**src/rtl/pdw_rx.sv**
```systemverilog
// Serial PDW snapshot receiver: deserializes framed bits into 16-bit payload
// words, checks CRC-16/CCITT over the payload and buffers words in a FIFO.
//
// state | meaning
// IDLE  | waiting for pdw_frame; first high sample is bit 0 of a new frame
// RECV  | shifting in frame bits; low sample ends the frame and posts status
module pdw_rx #(
  parameter int PAYLOAD_BITS = 192,
  parameter int FIFO_DEPTH   = 16
) (
  input  logic        clk,
  input  logic        rst_n,
  input  logic        pdw_data,
  input  logic        pdw_frame,
  output logic [15:0] word_data,
  output logic        word_last,
  output logic        word_valid,
  input  logic        word_ready,
  output logic        frame_done,
  output logic        crc_ok,
  output logic        len_err,
  output logic        overflow,
  input  logic        clr_status,
  output logic [7:0]  crc_err_cnt
);

  localparam int FRAME_BITS = PAYLOAD_BITS + 16;
  localparam int CW         = $clog2(PAYLOAD_BITS + 18);
  localparam int AW         = $clog2(FIFO_DEPTH);

  localparam logic [CW-1:0] FRAME_C = CW'(FRAME_BITS);
  localparam logic [CW-1:0] PAY_C   = CW'(PAYLOAD_BITS);
  localparam logic [CW-1:0] LAST_C  = CW'(PAYLOAD_BITS - 1);
  localparam logic [CW-1:0] SAT_C   = CW'(PAYLOAD_BITS + 17);
  localparam logic [AW:0]   FULL_C  = (AW+1)'(FIFO_DEPTH);

  typedef enum logic {IDLE, RECV} state_t;

  function automatic logic [15:0] crc_next(input logic [15:0] c, input logic b);
    logic fb;
    fb = c[15] ^ b;
    return {c[14:0], 1'b0} ^ (fb ? 16'h1021 : 16'h0000);
  endfunction

  state_t         state_q, state_d;
  logic [CW-1:0]  cnt_q, cnt_d;
  logic [15:0]    shift_q, shift_d;
  logic [15:0]    crc_q, crc_d;
  logic           done_q, done_d;
  logic           crc_ok_q, crc_ok_d;
  logic           len_err_q, len_err_d;
  logic           overflow_q, overflow_d;
  logic [7:0]     err_cnt_q, err_cnt_d;

  logic [CW-1:0]  bit_idx;
  logic [15:0]    crc_cur;
  logic           fifo_wr;
  logic           fifo_wlast;
  logic [15:0]    fifo_wdata;
  logic           err_inc;

  logic [16:0]    fifo_mem [FIFO_DEPTH];
  logic [AW-1:0]  wr_ptr_q, wr_ptr_d;
  logic [AW-1:0]  rd_ptr_q, rd_ptr_d;
  logic [AW:0]    fcnt_q, fcnt_d;
  logic           full;
  logic           pop;
  logic           do_wr;
  logic           drop;
  logic [16:0]    head;

  // Frame state machine: a frame always restarts counting and CRC from IDLE,
  // so a frame cut by reset simply resumes as a fresh (short) frame.
  always_comb begin
    state_d    = state_q;
    cnt_d      = cnt_q;
    shift_d    = shift_q;
    crc_d      = crc_q;
    done_d     = 1'b0;
    crc_ok_d   = crc_ok_q;
    len_err_d  = len_err_q;
    fifo_wr    = 1'b0;
    fifo_wlast = 1'b0;
    fifo_wdata = 16'h0000;
    err_inc    = 1'b0;
    bit_idx    = (state_q == IDLE) ? '0 : cnt_q;
    crc_cur    = (state_q == IDLE) ? 16'hFFFF : crc_q;

    if (pdw_frame) begin
      state_d = RECV;
      if (bit_idx < FRAME_C) begin
        shift_d = {shift_q[14:0], pdw_data};
        if (bit_idx < PAY_C) begin
          crc_d = crc_next(crc_cur, pdw_data);
          if (bit_idx[3:0] == 4'hF) begin
            fifo_wr    = 1'b1;
            fifo_wdata = shift_d;
            fifo_wlast = (bit_idx == LAST_C);
          end
        end
      end
      cnt_d = (bit_idx == SAT_C) ? bit_idx : bit_idx + CW'(1);
    end else if (state_q == RECV) begin
      state_d   = IDLE;
      done_d    = 1'b1;
      len_err_d = (cnt_q != FRAME_C);
      crc_ok_d  = !len_err_d && (shift_q == crc_q);
      err_inc   = !crc_ok_d;
      cnt_d     = '0;
      crc_d     = 16'hFFFF;
    end
  end

  assign full  = (fcnt_q == FULL_C);
  assign pop   = word_valid & word_ready;
  assign do_wr = fifo_wr & (!full | pop);
  assign drop  = fifo_wr & full & !pop;

  always_comb begin
    wr_ptr_d = wr_ptr_q;
    rd_ptr_d = rd_ptr_q;
    fcnt_d   = fcnt_q;
    if (do_wr) wr_ptr_d = wr_ptr_q + AW'(1);
    if (pop)   rd_ptr_d = rd_ptr_q + AW'(1);
    case ({do_wr, pop})
      2'b10:   fcnt_d = fcnt_q + (AW+1)'(1);
      2'b01:   fcnt_d = fcnt_q - (AW+1)'(1);
      default: fcnt_d = fcnt_q;
    endcase
  end

  // Clear wins over a same-cycle drop or error increment.
  always_comb begin
    overflow_d = overflow_q;
    err_cnt_d  = err_cnt_q;
    if (clr_status) begin
      overflow_d = 1'b0;
      err_cnt_d  = 8'h00;
    end else begin
      if (drop) overflow_d = 1'b1;
      if (err_inc && err_cnt_q != 8'hFF) err_cnt_d = err_cnt_q + 8'h01;
    end
  end

  always_ff @(posedge clk or negedge rst_n) begin
    if (!rst_n) begin
      state_q    <= IDLE;
      cnt_q      <= '0;
      shift_q    <= 16'h0000;
      crc_q      <= 16'h0000;
      done_q     <= 1'b0;
      crc_ok_q   <= 1'b0;
      len_err_q  <= 1'b0;
      overflow_q <= 1'b0;
      err_cnt_q  <= 8'h00;
      wr_ptr_q   <= '0;
      rd_ptr_q   <= '0;
      fcnt_q     <= '0;
    end else begin
      state_q    <= state_d;
      cnt_q      <= cnt_d;
      shift_q    <= shift_d;
      crc_q      <= crc_d;
      done_q     <= done_d;
      crc_ok_q   <= crc_ok_d;
      len_err_q  <= len_err_d;
      overflow_q <= overflow_d;
      err_cnt_q  <= err_cnt_d;
      wr_ptr_q   <= wr_ptr_d;
      rd_ptr_q   <= rd_ptr_d;
      fcnt_q     <= fcnt_d;
    end
  end

  always_ff @(posedge clk) begin
    if (do_wr) fifo_mem[wr_ptr_q] <= {fifo_wlast, fifo_wdata};
  end

  assign head        = fifo_mem[rd_ptr_q];
  assign word_valid  = (fcnt_q != '0);
  assign word_data   = word_valid ? head[15:0] : 16'h0000;
  assign word_last   = word_valid & head[16];
  assign frame_done  = done_q;
  assign crc_ok      = crc_ok_q;
  assign len_err     = len_err_q;
  assign overflow    = overflow_q;
  assign crc_err_cnt = err_cnt_q;

endmodule

```
**config.mk**
```make
export PLATFORM = sky130hd
export DESIGN_NAME = pdw_rx
export DESIGN_NICKNAME = d
export VERILOG_FILES = /design/src/rtl/pdw_rx.sv
export SDC_FILE = /design/constraint.sdc
export NUM_CORES = 1
export LEC_CHECK = 0
export BUFFER_PORTS_ARGS = -buffer_cell sky130_fd_sc_hd__buf_2
export CORE_ASPECT_RATIO = 1.1
export CORE_MARGIN = 1.5
export CORE_UTILIZATION = 40
export CTS_CLUSTER_DIAMETER = 100
export DETAILED_ROUTE_END_ITERATION = 8
export SLEW_MARGIN = 20
export SYNTH_ARGS = -nofsm -noshare
export SYNTH_HDL_FRONTEND = slang
export SYNTH_SLANG_ARGS = --single-unit
```
**constraint.sdc**
```tcl
create_clock -name clk -period 10.6 [get_ports clk]
set_input_delay 2.12 -clock clk [delete_from_list [all_inputs] [get_ports clk]]
set_output_delay 2.12 -clock clk [all_outputs]
set_load 0.02 [all_outputs]
```
==> run metrics <==
Slew Limit Fails 0; mux share of post-synthesis cell area 15.77%; Mapped Cells 732; Mapped Area 13820 sq um; largest family of logic cells by synthesized area multiplexers; Synth Area in Adders 0.9055%; final hold violations 0; Seq. cell area 9824 sq um; layout overhead on the synthesized area 13.55%; combinational power share 21.0%; CP peak stage delay 1020 ps; Pleak 0.005168 uW; layout cells sized above 1 28.80%; Multi-input gate area 3886 sq um; IO Count 36; fin crit period 5762 ps; Worst EP required 8480 ps; # rows 71; post-DP HPWL 16440 microns; RSZ-0062 raised after global routing false; Crit path max-delay family multiplexers; fillers 2914; final worst-path cycle share 54.36%; first-pass GRT wire length 42390 microns; Slew HR 28.75%; status completed; CP Data Arrival Time 3640 ps; Simple-Gate Fraction of Synth Area 5.614%; kind of critical path register to output port; CTS Hold Bufs 0; commonest cells after routing, fill and taps aside 272 x edfxtp_1, 85 x mux4_2, 64 x dfrtp_1; CP endpoint kind output port; Core Area 34110 sq um; IO buf count 35; power per cell area 228.1 nW/um^2; drt first pass iters 6; asr flop ratio synth 19.53%; Synth Area in XOR/XNOR 2.282%; total grt overflow 0; post-synthesis sequential area ratio 71.06%; DRC viols 0; Final Skew 16.48 ps; CTS root buf clkbuf_16; fmax 0.1736 GHz; crit-path cells buf_4 > mux4_2 > mux4_2 > and2_1 > buf_2; Seq pwr share 44.8%; Synth Area in Compound Gates 2.771%; net count after synthesis 748; Clk pwr share 34.2%; post-route ant nets 0; Chip Height 197.9 microns; CTS tree done; Yosys Warn Count 0; Vias 6701; DR iter-0 viols 434; Num CTS Buffers 37; pin count of the biggest net entering global routing 67; Die Span X 180.2 microns; setup TNS 0 ps; Clock Latency Late Sink 510 ps; cell mode on critical path mux4_2; Clock Tree Buf Depth 3; Post-Syn Area per Cell 18.88 sq um; Primary FF master, synth edfxtp_1; routability cong. 0.6987; Worst Path Buf+Inv 2; internal reg-to-reg setup slack 7120 ps; Design Power 3578 uW; Worst-path clk slew 60 ps; ANT cells 0; Setup Viol. Count Final 0; Synth Register Bits 338; number of global-route vias before repair 7072; # H-tree levels 2; die area 35670 sq um; Final nets 798; post-cts resize count 0; Max-Cap Viols 0; WL/cell 21.59 microns; switching share of power 27.09%; via/cell ratio 5.374; Post CTS Setup Buffer Count 0; initial core utilization 40.51%; initial antenna violation count 0; global-route usage over all layers 15.69%; Int Pwr 2609 uW; startpoint types register; CTS sink cnt 338; crit path max fanout 44; worst vdd ir 0.09678 mV; worst slew pin tran 1068 ps; Worst Hold Class register to register; total wire length 26920 microns; commonest non-fill, non-tap cell in the layout edfxtp_1; NetSw 969.2 uW; Slowest cell on crit path dfrtp_4; Yosys cell types 51; EDFF count, synth 272
-- power by group through the flow --
stage                     Combinational, uW  Clock, uW  Sequential, uW
after floorplan                         686          0            1520
after global placement                  766          0            1640
after detailed placement                766          0            1640
after CTS                               768       1250            1610
after global routing                    812       1300            1620
final                                   750       1220            1600
-- routing by layer --
metal / routed length [microns] / global-route usage, % / vias to the layer above
met5: 0 / 0 / -
met4: 446 / 4.388 / 0
met3: 1191 / 2.262 / 32
met2: 12970 / 25.97 / 132
met1: 12320 / 21.83 / 3513
li1: - / - / 3024
-- per-stage QoR --
step	utilization (%)	area, sq um	worst slack [ps]	hold WS [ps]	instances
2_1_floorplan	-	13820	5916	459.5	732
3_3_place_gp	42.46	14480	5262	474.0	1181
3_5_place_dp	42.51	14500	5264	481.5	1181
4_1_cts	45.89	15660	4713	496.4	1247
5_1_grt	45.99	15690	4554	521.5	1247
6_report	45.99	15690	4838	493.3	1247
-- cell usage after synthesis, types with 2 or more instances --
| cell | number | share of area, % |
|---|---|---|
| edfxtp_1 | 272 | 59 |
| mux4_2 | 85 | 14 |
| dfrtp_1 | 66 | 12 |
| and2_1 | 37 | 1.7 |
| nand2_1 | 27 | 0.73 |
| nor2_1 | 26 | 0.71 |
| xor2_1 | 23 | 1.5 |
| mux2_2 | 18 | 1.5 |
| o21ai_0 | 17 | 0.62 |
| clkbuf_1 | 16 | 0.43 |
| o22a_1 | 13 | 0.82 |
| xnor2_1 | 13 | 0.82 |
| ha_1 | 10 | 0.91 |
| nand3_1 | 10 | 0.36 |
| a21oi_1 | 9 | 0.33 |
| buf_6 | 8 | 0.65 |
| nor3_1 | 8 | 0.29 |
| buf_2 | 7 | 0.25 |
| or3_1 | 6 | 0.27 |
| inv_1 | 5 | 0.14 |
| and3_1 | 4 | 0.18 |
| mux2i_1 | 4 | 0.29 |
| nand2b_1 | 4 | 0.18 |
| nand4_1 | 4 | 0.18 |
| nor4_1 | 4 | 0.18 |
| a22o_1 | 3 | 0.19 |
| buf_1 | 3 | 0.081 |
| a32oi_1 | 2 | 0.13 |
| mux2_1 | 2 | 0.16 |
| nor3_2 | 2 | 0.14 |
| o211ai_1 | 2 | 0.11 |
| o21ai_1 | 2 | 0.072 |
| o22ai_1 | 2 | 0.091 |
-- worst paths after layout --
| kind | startpoint | end | cells past startpoint |
|---|---|---|---|
| max | rd_ptr_q[0]$_DFFE_PN0P_ | word_last | 5 |
| min in group asynchronous | rst_n | fcnt_q[2]$_DFFE_PN0P_ | 2 |
| min | fcnt_q[4]$_DFFE_PN0P_ | fcnt_q[4]$_DFFE_PN0P_ | 1 |
| min reg2reg | fcnt_q[4]$_DFFE_PN0P_ | fcnt_q[4]$_DFFE_PN0P_ | 1 |
| max in group asynchronous | rst_n | rd_ptr_q[0]$_DFFE_PN0P_ | 2 |
| max reg2reg | state_q$_DFF_PN0_ | fcnt_q[4]$_DFFE_PN0P_ | 11 |
-- logic make-up after synthesis --
family | count (synthesis)
AOI/OAI and AO/OA | 56
xor gates and xnor gates | 36
adders and majority gates | 10
buffers and inverters | 40
DFF | 338
muxes | 109
and+or+nand+nor | 143
-- final cells by class --
type	count	share of cell area (%)
flip-flops and latches	338	62.62
multi-input cells	354	24.77
clock buffers	47	6.204
well taps	438	3.493
repair buffers	46	1.643
clock inverters	19	1.156
inverters	5	0.1196
-- state kept, by name (all words and copies together), names as in the netlist --
name	flops
fifo_mem	272
crc_q	16
shift_q	16
cnt_q	8
crc_err_cnt	8
fcnt_q	5
rd_ptr_q	4
wr_ptr_q	4
crc_ok	1
frame_done	1
len_err	1
overflow	1
state_q	1
-- worst reg2reg max path, cell delays in order, from the launching register on --
cell and delay [ps]:
dfrtp_1 740, and2_1 270, ha_1 240, nand3_1 200
nor3_4 630, nor2_2 190, xor2_1 190, ha_1 230
or3_1 310, a21oi_1 150, a32oi_1 80, xnor2_1 140
(Power assumes the default switching activity.)
